--- config.mk ---
export PLATFORM = sky130hd
export DESIGN_NAME = muldiv_sequencer
export DESIGN_NICKNAME = d
export VERILOG_FILES = /design/src/rtl/muldiv_pkg.sv /design/src/rtl/muldiv_wait_cnt.sv /design/src/rtl/muldiv_sequencer.sv
export SDC_FILE = /design/constraint.sdc
export NUM_CORES = 1
export LEC_CHECK = 0
export ABC_AREA = 1
export CAP_MARGIN = 20
export CORE_UTILIZATION = 42
export DETAILED_ROUTE_END_ITERATION = 12
export DONT_BUFFER_PORTS = 1
export GPL_ROUTABILITY_DRIVEN = 0
export GPL_TIMING_DRIVEN = 0
export SYNTH_ARGS = -nofsm -noshare
export SYNTH_HDL_FRONTEND = slang
export SYNTH_SLANG_ARGS = --single-unit
--- constraint.sdc ---
create_clock -name clock -period 2.74 [get_ports clock]
set_input_delay 0.411 -clock clock [delete_from_list [all_inputs] [get_ports clock]]
set_output_delay 0.411 -clock clock [all_outputs]
set_load 0.02 [all_outputs]
--- src/rtl/muldiv_pkg.sv ---
// Shared definitions for the multiply/divide sequencer: state encoding, default timeout,
// HI/LO mux select encodings and exception cause codes. Also used by the main control FSM.
package muldiv_pkg;

  localparam int unsigned TIMEOUT_CYCLES_DEFAULT = 64;
  localparam int unsigned CNT_W_DEFAULT          = 7;

  typedef enum logic [2:0] {
    StIdle     = 3'd0,
    StStart    = 3'd1,
    StWaitMult = 3'd2,
    StWaitDiv  = 3'd3,
    StWrite    = 3'd4,
    StDone     = 3'd5,
    StExc      = 3'd6
  } muldiv_state_e;

  // HI/LO input mux select
  localparam logic SEL_MULT = 1'b0;
  localparam logic SEL_DIV  = 1'b1;

  // Exception cause latched on entry to StExc
  localparam logic CAUSE_TIMEOUT  = 1'b0;
  localparam logic CAUSE_DIV_ZERO = 1'b1;

endpackage

--- src/rtl/muldiv_wait_cnt.sv ---
// Wait counter for the multiply/divide sequencer.
// Ports:
//   clk_i  - clock
//   rst_i  - synchronous active-high reset
//   clr_i  - synchronous clear (wins over enable)
//   en_i   - count enable
//   tc_o   - high while the count equals TIMEOUT_CYCLES-1
module muldiv_wait_cnt #(
  parameter int unsigned TIMEOUT_CYCLES = 64,
  parameter int unsigned CNT_W          = 7
) (
  input  logic clk_i,
  input  logic rst_i,
  input  logic clr_i,
  input  logic en_i,
  output logic tc_o
);

  localparam logic [CNT_W-1:0] TcVal = CNT_W'(TIMEOUT_CYCLES - 1);

  logic [CNT_W-1:0] cnt_q, cnt_d;

  always_comb begin
    cnt_d = cnt_q;
    if (clr_i) begin
      cnt_d = '0;
    end else if (en_i) begin
      cnt_d = cnt_q + CNT_W'(1);
    end
  end

  always_ff @(posedge clk_i) begin
    if (rst_i) begin
      cnt_q <= '0;
    end else begin
      cnt_q <= cnt_d;
    end
  end

  assign tc_o = (cnt_q == TcVal);

endmodule

--- src/rtl/muldiv_sequencer.sv ---
// Sequences the multiplier/divider units and the HI/LO register writes for the main control FSM.
// Ports:
//   clock, reset          - clock, synchronous active-high reset
//   req, op_mult, op_div  - one-cycle request and operation select (sampled in IDLE only)
//   flush                 - synchronous abort to IDLE
//   mult_end, div_end     - unit result valid flags
//   div_zero              - divider zero-divisor flag
//   start_mult, start_div - one-cycle unit start pulses
//   hilo_sel              - HI/LO mux select (0 multiplier, 1 divider), registered
//   wr_high, wr_low       - HI/LO load enables
//   busy                  - high outside IDLE
//   done, div_zero_exc, timeout_exc - one-cycle completion/exception pulses
//   cur_state             - current state encoding
module muldiv_sequencer
  import muldiv_pkg::*;
#(
  parameter int unsigned TIMEOUT_CYCLES = TIMEOUT_CYCLES_DEFAULT,
  parameter int unsigned CNT_W          = CNT_W_DEFAULT
) (
  input  logic       clock,
  input  logic       reset,
  input  logic       req,
  input  logic       op_mult,
  input  logic       op_div,
  input  logic       flush,
  input  logic       mult_end,
  input  logic       div_end,
  input  logic       div_zero,
  output logic       start_mult,
  output logic       start_div,
  output logic       hilo_sel,
  output logic       wr_high,
  output logic       wr_low,
  output logic       busy,
  output logic       done,
  output logic       div_zero_exc,
  output logic       timeout_exc,
  output logic [2:0] cur_state
);

  muldiv_state_e state_q, state_d;
  logic          hilo_sel_q, hilo_sel_d;
  logic          cause_q, cause_d;
  logic          cnt_clr, cnt_en, cnt_tc;

  assign cnt_clr = (state_q == StStart);
  assign cnt_en  = (state_q == StWaitMult) || (state_q == StWaitDiv);

  muldiv_wait_cnt #(
    .TIMEOUT_CYCLES(TIMEOUT_CYCLES),
    .CNT_W         (CNT_W)
  ) u_wait_cnt (
    .clk_i(clock),
    .rst_i(reset),
    .clr_i(cnt_clr),
    .en_i (cnt_en),
    .tc_o (cnt_tc)
  );

  // State register
  always_ff @(posedge clock) begin
    if (reset) begin
      state_q    <= StIdle;
      hilo_sel_q <= SEL_MULT;
      cause_q    <= CAUSE_TIMEOUT;
    end else begin
      state_q    <= state_d;
      hilo_sel_q <= hilo_sel_d;
      cause_q    <= cause_d;
    end
  end

  // Next-state logic
  always_comb begin
    state_d    = state_q;
    hilo_sel_d = hilo_sel_q;
    cause_d    = cause_q;
    case (state_q)
      StIdle: begin
        if (req && op_mult) begin
          state_d    = StStart;
          hilo_sel_d = SEL_MULT;
        end else if (req && op_div) begin
          state_d    = StStart;
          hilo_sel_d = SEL_DIV;
        end
      end
      StStart: state_d = (hilo_sel_q == SEL_DIV) ? StWaitDiv : StWaitMult;
      StWaitMult: begin
        if (mult_end) begin
          state_d = StWrite;
        end else if (cnt_tc) begin
          state_d = StExc;
          cause_d = CAUSE_TIMEOUT;
        end
      end
      StWaitDiv: begin
        if (div_zero) begin
          state_d = StExc;
          cause_d = CAUSE_DIV_ZERO;
        end else if (div_end) begin
          state_d = StWrite;
        end else if (cnt_tc) begin
          state_d = StExc;
          cause_d = CAUSE_TIMEOUT;
        end
      end
      StWrite: state_d = StDone;
      StDone:  state_d = StIdle;
      StExc:   state_d = StIdle;
      default: state_d = StIdle;
    endcase
    // A flushed request is not accepted, so the mux select keeps its old value.
    if (flush) begin
      state_d    = StIdle;
      hilo_sel_d = hilo_sel_q;
    end
  end

  // Moore output decode
  always_comb begin
    start_mult   = 1'b0;
    start_div    = 1'b0;
    wr_high      = 1'b0;
    wr_low       = 1'b0;
    done         = 1'b0;
    div_zero_exc = 1'b0;
    timeout_exc  = 1'b0;
    busy         = (state_q != StIdle);
    hilo_sel     = hilo_sel_q;
    cur_state    = state_q;
    case (state_q)
      StStart: begin
        start_mult = (hilo_sel_q == SEL_MULT);
        start_div  = (hilo_sel_q == SEL_DIV);
      end
      StWrite: begin
        wr_high = 1'b1;
        wr_low  = 1'b1;
      end
      StDone: done = 1'b1;
      StExc: begin
        div_zero_exc = (cause_q == CAUSE_DIV_ZERO);
        timeout_exc  = (cause_q == CAUSE_TIMEOUT);
      end
      default: ;
    endcase
  end

endmodule

Yosys cells after proc, flatten, opt, wreduce, memory -nomap -nowiden:

Index checks and enable logic that the tools add are counted.

* word-level logic and storage cells: 50
* register bits after elaboration: 12
* output and inout bits: 12
* input port bits: 9

* muxes and demuxes: 21
* eq/ne operators: 10
* reductions and logical operators: 11
* bitwise gates (word level): 3
* $add $sub $neg: 1

Operators by type and width (number)
* $mux 3: 6
* $pmux 3 s5: 1
* $mux 1: 13
* $eq 3x3->1 const B: 3
* $add 7x1->7 const B: 1
* $eq 7x6->1 const B: 1
* $eq 3x2->1 const B: 2
* $ne 3x3->1 const B: 2
* $reduce_and 3->1: 2
* $reduce_bool 2->1: 2
* $reduce_or 2->1: 2
* $eq 3x1->1 const B: 1
* $logic_not 3->1: 1
* $not 1->1: 3
* $reduce_bool 3->1: 1
* $logic_and 1x1->1: 2
* $ne 2x2->1 const B: 1
* $pmux 1 s2: 1
* $logic_or 1x1->1: 1

Longest topological paths before layout:

Gate-level depths: netlist of run 1.

* depth after elaboration: 5
* depth in mapped cells: 8
* depth with buffers taken out: 8

By module:

From an unflattened synthesis of run 1, not the netlist that was laid out.

* cells, all modules: 117
* area total of the unflattened synthesis: 732.0 um^2

Modules (own cells, without submodules)
* muldiv_sequencer: cells each 71, times used 1, sequential area each 100.1 um^2, area an instance 405.4 um^2
* muldiv_wait_cnt: cells each 46, times used 1, sequential area each 140.1 um^2, area an instance 326.6 um^2

Least setup slack after synthesis of run 1:

Ideal clock, no wire load.

* kind: reg2out
* from: register state_q[2], in the netlist cur_state[2]
* to: output port done
* stages on the path, launching flop included: 4
* data arrival time: 1.196 ns
* required time: 2.329 ns
* buffers on the path: 1
* slack: 1.133 ns
* cells stage by stage: dfxtp_1 buf_4 inv_1 nor3_1

* word-level cells in the longest chain between the ends: 2

Ends and longest elaborated chain
* start, declared: RTL line muldiv_sequencer.sv:41 `muldiv_state_e state_q, state_d;`
* start signal, assigned: RTL line muldiv_sequencer.sv:63 `state_q <= StIdle;`
* start signal, assigned: RTL line muldiv_sequencer.sv:67 `state_q <= state_d;`
* $eq 3x3->1: RTL line muldiv_sequencer.sv:132 `case (state_q)`
* $mux 1: RTL line muldiv_sequencer.sv:132
* end, declared: RTL line muldiv_sequencer.sv:35 `output logic done,`

Every way passes these cells.

Worst setup path after layout of run 1:

Same ends and word-level chain as after synthesis.

==> summary by stage, run 1 <==
Layout
Fill cells in the final layout number roughly 160. The utilization after layout is 0.485. The relative area change from synthesis to final layout is 8.46%. The most common cell after layout, fill and taps aside is nand2_1. The share of post-route cells with drive strength above 1 is 0.131. The library cells used most frequently in the layout, excluding fill and tap cells, are 24 x nand2_1, 16 x inv_1, 14 x nor2_1.

The number of nets at the end of the flow is 118. The post-layout instance count excluding filler cells is around 120. The area of all placed cells without fillers is 722 sq um. The antenna diode count is 0. The sequential cells in the finished layout cover a total of ~240 sq um. The area taken by multi-input logic gates is 339 sq um.

Pwr
Summed over all cells, the static leakage comes to 0.343 nW. The maximum ir drop on the vdd rail is 234 uV. Dividing total power by cell area gives a power density of 481 nW/um^2.

Synthesis
Of the synthesized area, sequential elements account for 0.361. Counting flops and latches in the post-synthesis netlist gives 12. Synthesis produced a netlist with a net count of 113.

The share of synthesized area in the top cell type comes to 0.361. The post-synth design cell area is around 670 sq um. After technology mapping, the gate count stands at 103. The library cell with the largest summed area after synthesis is dfxtp_1.

In the post-synthesis netlist, the biggest area contributors are dfxtp_1 36%, nand2_1 14%, inv_1 9.0%. Yosys printed 0 warnings. The average instance area after synthesis is about 6.5 sq um. Synthesis instantiated 20 different standard cells from the library.

Clock network
In this run, CTS created clock tree buffers numbering 3. Once the clock tree was built, the resizer swapped 0 gates to a different size. The clock edge transition at the registers on the reported setup and hold paths is 0.08 ns.

The sink count of the clock tree is 12. CTS built an H-tree with a depth of 1. TritonCTS built the clock tree. Counting along the longest clock path gives a buffer depth of 2. Once the clock tree was built, the setup fixing pass inserted 0 buffers. For the worst-skew pair, the clock arrives at the later sink with an insertion delay of 0.27 ns. The buffer cell driving the clock tree root is clkbuf_4. The number of buffers added to fix hold violations after cts is 0.

Drt
The vias per cell is 4.89. The post-detailed-route DRC marker count is 0. The routed wire length per instance is 10.4 microns.

The number of iterations in the first detailed-routing pass is 4. The routed layout has between 600 and 700 vias. The number of nets with antenna violations after routing is 0.

The final layout contains routed wiring with a total length of 1.27 mm. The first-iteration detailed-routing DRC count is 6.

Floorplanning
The initial utilization of the core area, before any placement, comes to 0.447. The I/O pin total is 21. The die covers between 1500 and 2000 sq um.

The floorplan step set the die width to 41.8 microns. The floorplan step set the die height to 41.8 microns. The placeable core region is ~1500 sq um.

The cell row count is 14.

Global route
The overall fraction of global-route tracks in use is 0.172. The number of global-route vias before repair is slightly below 600. The largest net degree at the start of global routing is 9. The first global-routing pass estimated 2.30 mm of wire. The number of antenna violations at the first check in global routing came to 0. The global-route congestion overflow total is 0.

Timing
The maximum operating frequency is 502 MHz. Measured against its own limit, the worst slew margin works out to 0.562. The final count of negative-setup-slack endpoints is 0. The final-report hold violation count is 0.

In the final timing run, aggregate negative setup slack is 0 ns. The final-report max-slew violation count is 0. Clock skew on the completed layout was measured at 0.000999 ns. Setup repair after global routing left no endpoint under its margin. The slew at the pin with the worst max-slew slack is 0.651 ns. The final worst slack is 0.747 ns.

In the finished design, the share of the clock period the worst path needs comes to 0.727. The minimum clock period is 1.99 ns.

Critical path
STA classifies the critical path startpoint as a flop. The endpoint arrival time on the critical path is 1.58 ns. In this run the worst path has a maximum fanout of 8. The type of the worst setup path is reg -> out. The type of element capturing the critical path is an output port.

The data required time of the worst path is 2.33 ns.

Flow run
Max-cap violations in this run came to 0.

Place
Counting tap cells, the placed design contains a total of 119 instances. The port buffer count is 0. The cell area after placement is around 690 sq um. Detailed placement finished with a half-perimeter wire length of between 1 and 1.5 mm. The worst-case setup slack after placement is about 1.0 ns.

Run status
The flow ran to the end, and the final reports show no timing, DRC or antenna violations.

Hold path
The worst hold path class is in -> reg.
## metrics by stage
stage	power (W)	hold WS, ns
after floorplan	0.000207	0.433
after global placement	0.000211	0.439
after detailed placement	0.000211	0.448
after CTS	0.000354	0.187
after global routing	0.000365	0.182
final	0.000347	0.195
## worst max-delay path, stage by stage, from the launching register on
cell     delay (ns)
dfxtp_1        0.45
buf_4          0.22
inv_1          0.09
nor3_1         0.55
## layout make-up
type	count	share of cell area
Multi-Input combinational cell	70	0.470
Tap cell	16	0.0277
Sequential cell	12	0.333
Inverter	19	0.0988
Clock buffer	4	0.0503
Buffer	2	0.0208
## power breakdown
part	switching, W	total (W)	internal, W
Clock	0.0000600	0.000141	0.0000807
Sequential	0.00000546	0.000182	0.000177
Combinational	0.0000171	0.0000244	0.00000726
## layer usage
| metal | global-route usage | wire length (microns) | part of all wire | vias up |
|---|---|---|---|---|
| met5 | 0 | 0 | 0 | - |
| met4 | 0.116 | 41 | 0.032 | 0 |
| met3 | 0.0304 | 61 | 0.048 | 5 |
| met2 | 0.291 | 572 | 0.45 | 14 |
| met1 | 0.195 | 599 | 0.47 | 259 |
| li1 | - | - | - | 323 |
## cells in the mapped netlist (all sizes together)
library cell,n
nand3,7
inv,18
nand2,25
buf,2
nor3,3
xor2,2
o21ai,6
a21oi,8
dfxtp,12
ha,1
clkinv,1
nor2,17
o211ai,1
## flip-flops by register name, indices dropped and copies added (netlist names)
register,count
u_wait_cnt.cnt_q,7
cause_q,1
hilo_sel,1
cur_state,3
## final timing paths
kind | depth (start not counted) | from | endpoint | slack [ns]
hold / removal | 1 | reset | cause_q$_SDFFE_PP0P_ | 0.20
hold reg to reg | 2 | u_wait_cnt.cnt_q[5]$_SDFFE_PP0P_ | u_wait_cnt.cnt_q[5]$_SDFFE_PP0P_ | 0.46
setup reg to reg | 7 | cur_state[1]$_SDFFE_PP0P_ | cause_q$_SDFFE_PP0P_ | 1.37
setup / recovery | 3 | cur_state[2]$_SDFFE_PP0P_ | done | 0.75
## cells by family (layout without fill, tap and decap cells)
group,Yosys count,after routing,share of synthesized area
AOI/OAI and AO/OA,15,15,0.122
xor gates and xnor gates,2,2,0.0263
adders and majority gates,1,1,0.0188
buffers and inverters,21,25,0.130
DFF,12,12,0.361
and+or+nand+nor,52,52,0.342
Note: power is estimated with default switching activity, not from simulation.
==> run 2, diff against run 1 <==
==> constraint.sdc (replaced) <==
create_clock -name clock -period 2.01 [get_ports clock]
set_input_delay 0.3015 -clock clock [delete_from_list [all_inputs] [get_ports clock]]
set_output_delay 0.3015 -clock clock [all_outputs]
set_load 0.02 [all_outputs]
==> results of run 2 <==
The final DEF is identical to that of run 1. Status: finished clean.
Among the figures that moved: setup slack after placement 1.03 ns -> 0.407 ns; setup slack after layout 0.747 ns -> 0.127 ns; hold slack 0.195 ns -> 0.0857 ns; register-to-register setup slack 1.37 ns -> 0.64 ns; total power 0.000347 W -> 0.000473 W; worst IR drop on VDD 234 uV -> 319 uV
==> run 3, diff against run 2 <==
--- a/config.mk
+++ b/config.mk
@@ -12,6 +12,7 @@
 export DONT_BUFFER_PORTS = 1
 export GPL_ROUTABILITY_DRIVEN = 0
 export GPL_TIMING_DRIVEN = 0
+export REMOVE_ABC_BUFFERS = 1
 export SYNTH_ARGS = -nofsm -noshare
 export SYNTH_HDL_FRONTEND = slang
 export SYNTH_SLANG_ARGS = --single-unit
==> constraint.sdc (replaced) <==
create_clock -name clock -period 2.01 [get_ports clock]
set_input_delay 0.3015 -clock clock [delete_from_list [all_inputs] [get_ports clock]]
set_output_delay 0.3015 -clock clock [all_outputs]
set_load 0.05 [all_outputs]
==> run 3 against run 2 <==
- setup slack improved by 0.014 ns
- largest power group unchanged
- clock skew about the same
- sequential power grew 3%
==> summary by stage, run 3 (same netlist as run 1, synthesis figures left out) <==
Floorplanning
The placeable core region came to 1490 sq um (unchanged). The I/O pin total is 21 (unchanged). The die area came to 1750 sq um (unchanged). The starting utilization of the core area is 0.447 (unchanged). The horizontal extent of the die is 41.8 microns (unchanged). The y dimension of the die was 41.8 microns (unchanged).

The cell row count is 14 (unchanged).

Critical path
The endpoint arrival time on the critical path is 1.57 ns (was 1.58 ns). The data required time of the worst path is 1.71 ns (about the same). The gate family responsible for the most delay along the worst path is flip-flops (was simple AND/OR/NAND/NOR gates).

The maximum fanout along the worst path was 8 (unchanged). The delay of the slowest cell on the worst path was 0.59 ns (was 0.55 ns). The element type at the critical path start is a flop (unchanged). The buffering stage count on the worst path with inverters included is 1 (was 2). The cell with the largest stage delay on the worst path is dfxtp_2 (was nor3_1). Ordered list of cells on the worst path: nor2_1 -> nand2_1 -> clkinvlp_4 (was buf_4 -> inv_1 -> nor3_1). The type of element capturing the critical path was an output port (unchanged). The type of the worst setup path was reg -> out (unchanged).

Timing
The maximum operating frequency is 535 MHz (was 531 MHz). The final count of negative-setup-slack endpoints is 0 (unchanged). The final worst slack is 0.141 ns (was 0.127 ns). The portion of the clock cycle consumed by the worst path in the final layout is 0.930 (was 0.937). The final-report hold violation count came to 0 (unchanged). The final-report max-slew violation count is 0 (unchanged). Unrepaired setup endpoints after global routing: no (unchanged).

The minimum clock period was 1.87 ns (was 1.88 ns). The relative slew slack is 0.584 (was 0.562). The clock tree skew after final layout is 0.00114 ns (was 0.000999 ns). The slew at the pin with the worst max-slew slack is 0.624 ns (was 0.651 ns).

Pwr
The maximum ir drop on the vdd rail is 300 uV (was 319 uV). The fraction of power consumed by combinational cells is 0.083 (was 0.070). The sequential fraction of design power is 0.523 (was 0.524). The switching power as a share of total power is 0.259 (was 0.238). The leakage power total is 0.318 nW (was 0.343 nW). The internal power summed over all cells is 0.000361 W (about the same). The net switching power is 0.000126 W (was 0.000113 W). The areal power density over the cells was 657 nW/um^2 (was 656 nW/um^2).

The proportion of power drawn by the clock network is 0.393 (was 0.405).

Clock network
The sink count of the clock tree is 12 (unchanged). The TritonCTS clock tree is done (unchanged). The number of buffers on the longest clock path was 2 (unchanged). The clock edge transition at the registers on the reported setup and hold paths is 0.08 ns (about the same). The buffer cell driving the clock tree root is clkbuf_4 (unchanged).

The number of buffers added to fix hold violations after cts is 0 (unchanged). The insertion delay to the later sink of the worst-skew pair is 0.27 ns (about the same). The number of H-tree levels is 1 (unchanged). The TritonCTS buffer count is 3 (unchanged).

Layout
The share of post-route cells with drive strength above 1 is 0.198 (was 0.131). The relative area change from synthesis to final layout was 11.3% (was 8.46%). The antenna diode count came to 0 (unchanged). The number of nets at the end of the flow was 117 (was 118). The most common cell after layout, fill and taps aside is nand2_1 (unchanged). The number of flip-flops under the largest register name was 7 (unchanged). The register with the highest flop count is u_wait_cnt.cnt_q (unchanged). Highest-count cells in the layout ignoring fill and taps: 24 x nand2_1, 14 x inv_1, 11 x nor2_1 (was 24 x nand2_1, 16 x inv_1, 14 x nor2_1). The post-layout instance count excluding filler cells is 122 (was 123). The utilization after layout is 0.497 (was 0.485).

Global route
The number of antenna violations at the first check in global routing came to 0 (unchanged). The global-route congestion overflow total is 0 (unchanged). The number of global-route vias before repair is 525 (was 581). The overall fraction of global-route tracks in use is 0.161 (was 0.172).

The largest net degree at the start of global routing is 10 (was 9). The global-route wire length before repair is 2.17 mm (was 2.30 mm).

Drt
The number of nets with antenna violations after routing was 0 (unchanged). The vias per cell is 4.88 (was 4.89). The first-iteration detailed-routing DRC count was 11 (was 6).

The number of iterations in the first detailed-routing pass is 4 (unchanged). The via count is 595 (was 601). The post-detailed-routing wire length is 1.26 mm (was 1.27 mm). The routed wire length per instance was 10.3 microns (was 10.4 microns). The post-detailed-route DRC marker count is 0 (unchanged).

Hold path
The worst hold path class was in -> reg (unchanged).

Place
The number of instances in the placed design is 118 (was 119). The port buffer count was 0 (unchanged). The HPWL after detailed placement came to 995 microns (was 1.02 mm).

The worst-case setup slack after placement is -0.197 ns (was 0.407 ns).

Run status
Outcome: finished clean (unchanged).

Flow run
The number of violations of the max-capacitance limit is 0 (unchanged).
run 3: worst register-to-register path, cell delays in order, from the launching register on:
cell and delay (ns):
dfxtp_2 0.62, inv_1 0.17, nand2_2 0.12, nor2_2 0.06
nand2_1 0.07, clkinv_1 0.08, nand2_1 0.08, a21oi_2 0.05
run 3: per-stage QoR:
stage | hold slack, ns | area [sq um] | power (W) | setup TNS (ns)
finish | 0.0936 | 741 | 0.000487 | 0
global placement | 0.375 | 671 | 0.000299 | -0.830
CTS | 0.0915 | 734 | 0.000492 | 0
detailed placement | 0.380 | 678 | 0.000300 | -0.269
global route | 0.0763 | 741 | 0.000512 | 0
floorplan | 0.371 | 651 | 0.000294 | -0.416
run 3: worst paths after layout:
kind | from | endpoint | slack, ns | cells after the start
setup / recovery | cur_state[1]$_SDFFE_PP0P_ | wr_low | 0.14 | 3
hold / removal | reset | hilo_sel$_SDFFE_PP0P_ | 0.09 | 1
setup reg to reg | cur_state[2]$_SDFFE_PP0P_ | u_wait_cnt.cnt_q[5]$_SDFFE_PP0P_ | 0.67 | 7
hold reg to reg | u_wait_cnt.cnt_q[5]$_SDFFE_PP0P_ | u_wait_cnt.cnt_q[5]$_SDFFE_PP0P_ | 0.46 | 2
run 3: layout make-up:
class                      count  area, sq um
clock buffer                   4         36.3
fill                         157          748
inverter                      19         78.8
multi-input combinational     70          352
sequential                    12          246
tap                           16         20.0
timing repair buffer           1         7.51
run 3: per-layer routing:
metal  vias to the layer above  share of wire  GRT usage  routed length, microns
met2                        12           0.45      0.241                     565
met1                       256           0.50      0.222                     628
met5                         -              0          0                       0
met3                         2          0.043     0.0304                      54
met4                         0         0.0079     0.0774                      10
li1                        325              -          -                       -
run 3: repair_timing:
| action | 4_1_cts | 5_1_grt |
|---|---|---|
| resized for setup | 8 | 2 |
| cloned | 0 | 0 |
| setup endpoints to repair | 8 | 1 |
| setup buffers | 0 | 0 |
run 3: power by group through the flow:
stage | clock network, W | registers [W] | logic [W]
floorplan | 0 | 0.000259 | 0.0000348
global placement | 0 | 0.000260 | 0.0000392
detailed placement | 0 | 0.000260 | 0.0000395
CTS | 0.000195 | 0.000256 | 0.0000409
global route | 0.000211 | 0.000255 | 0.0000459
finish | 0.000191 | 0.000255 | 0.0000406
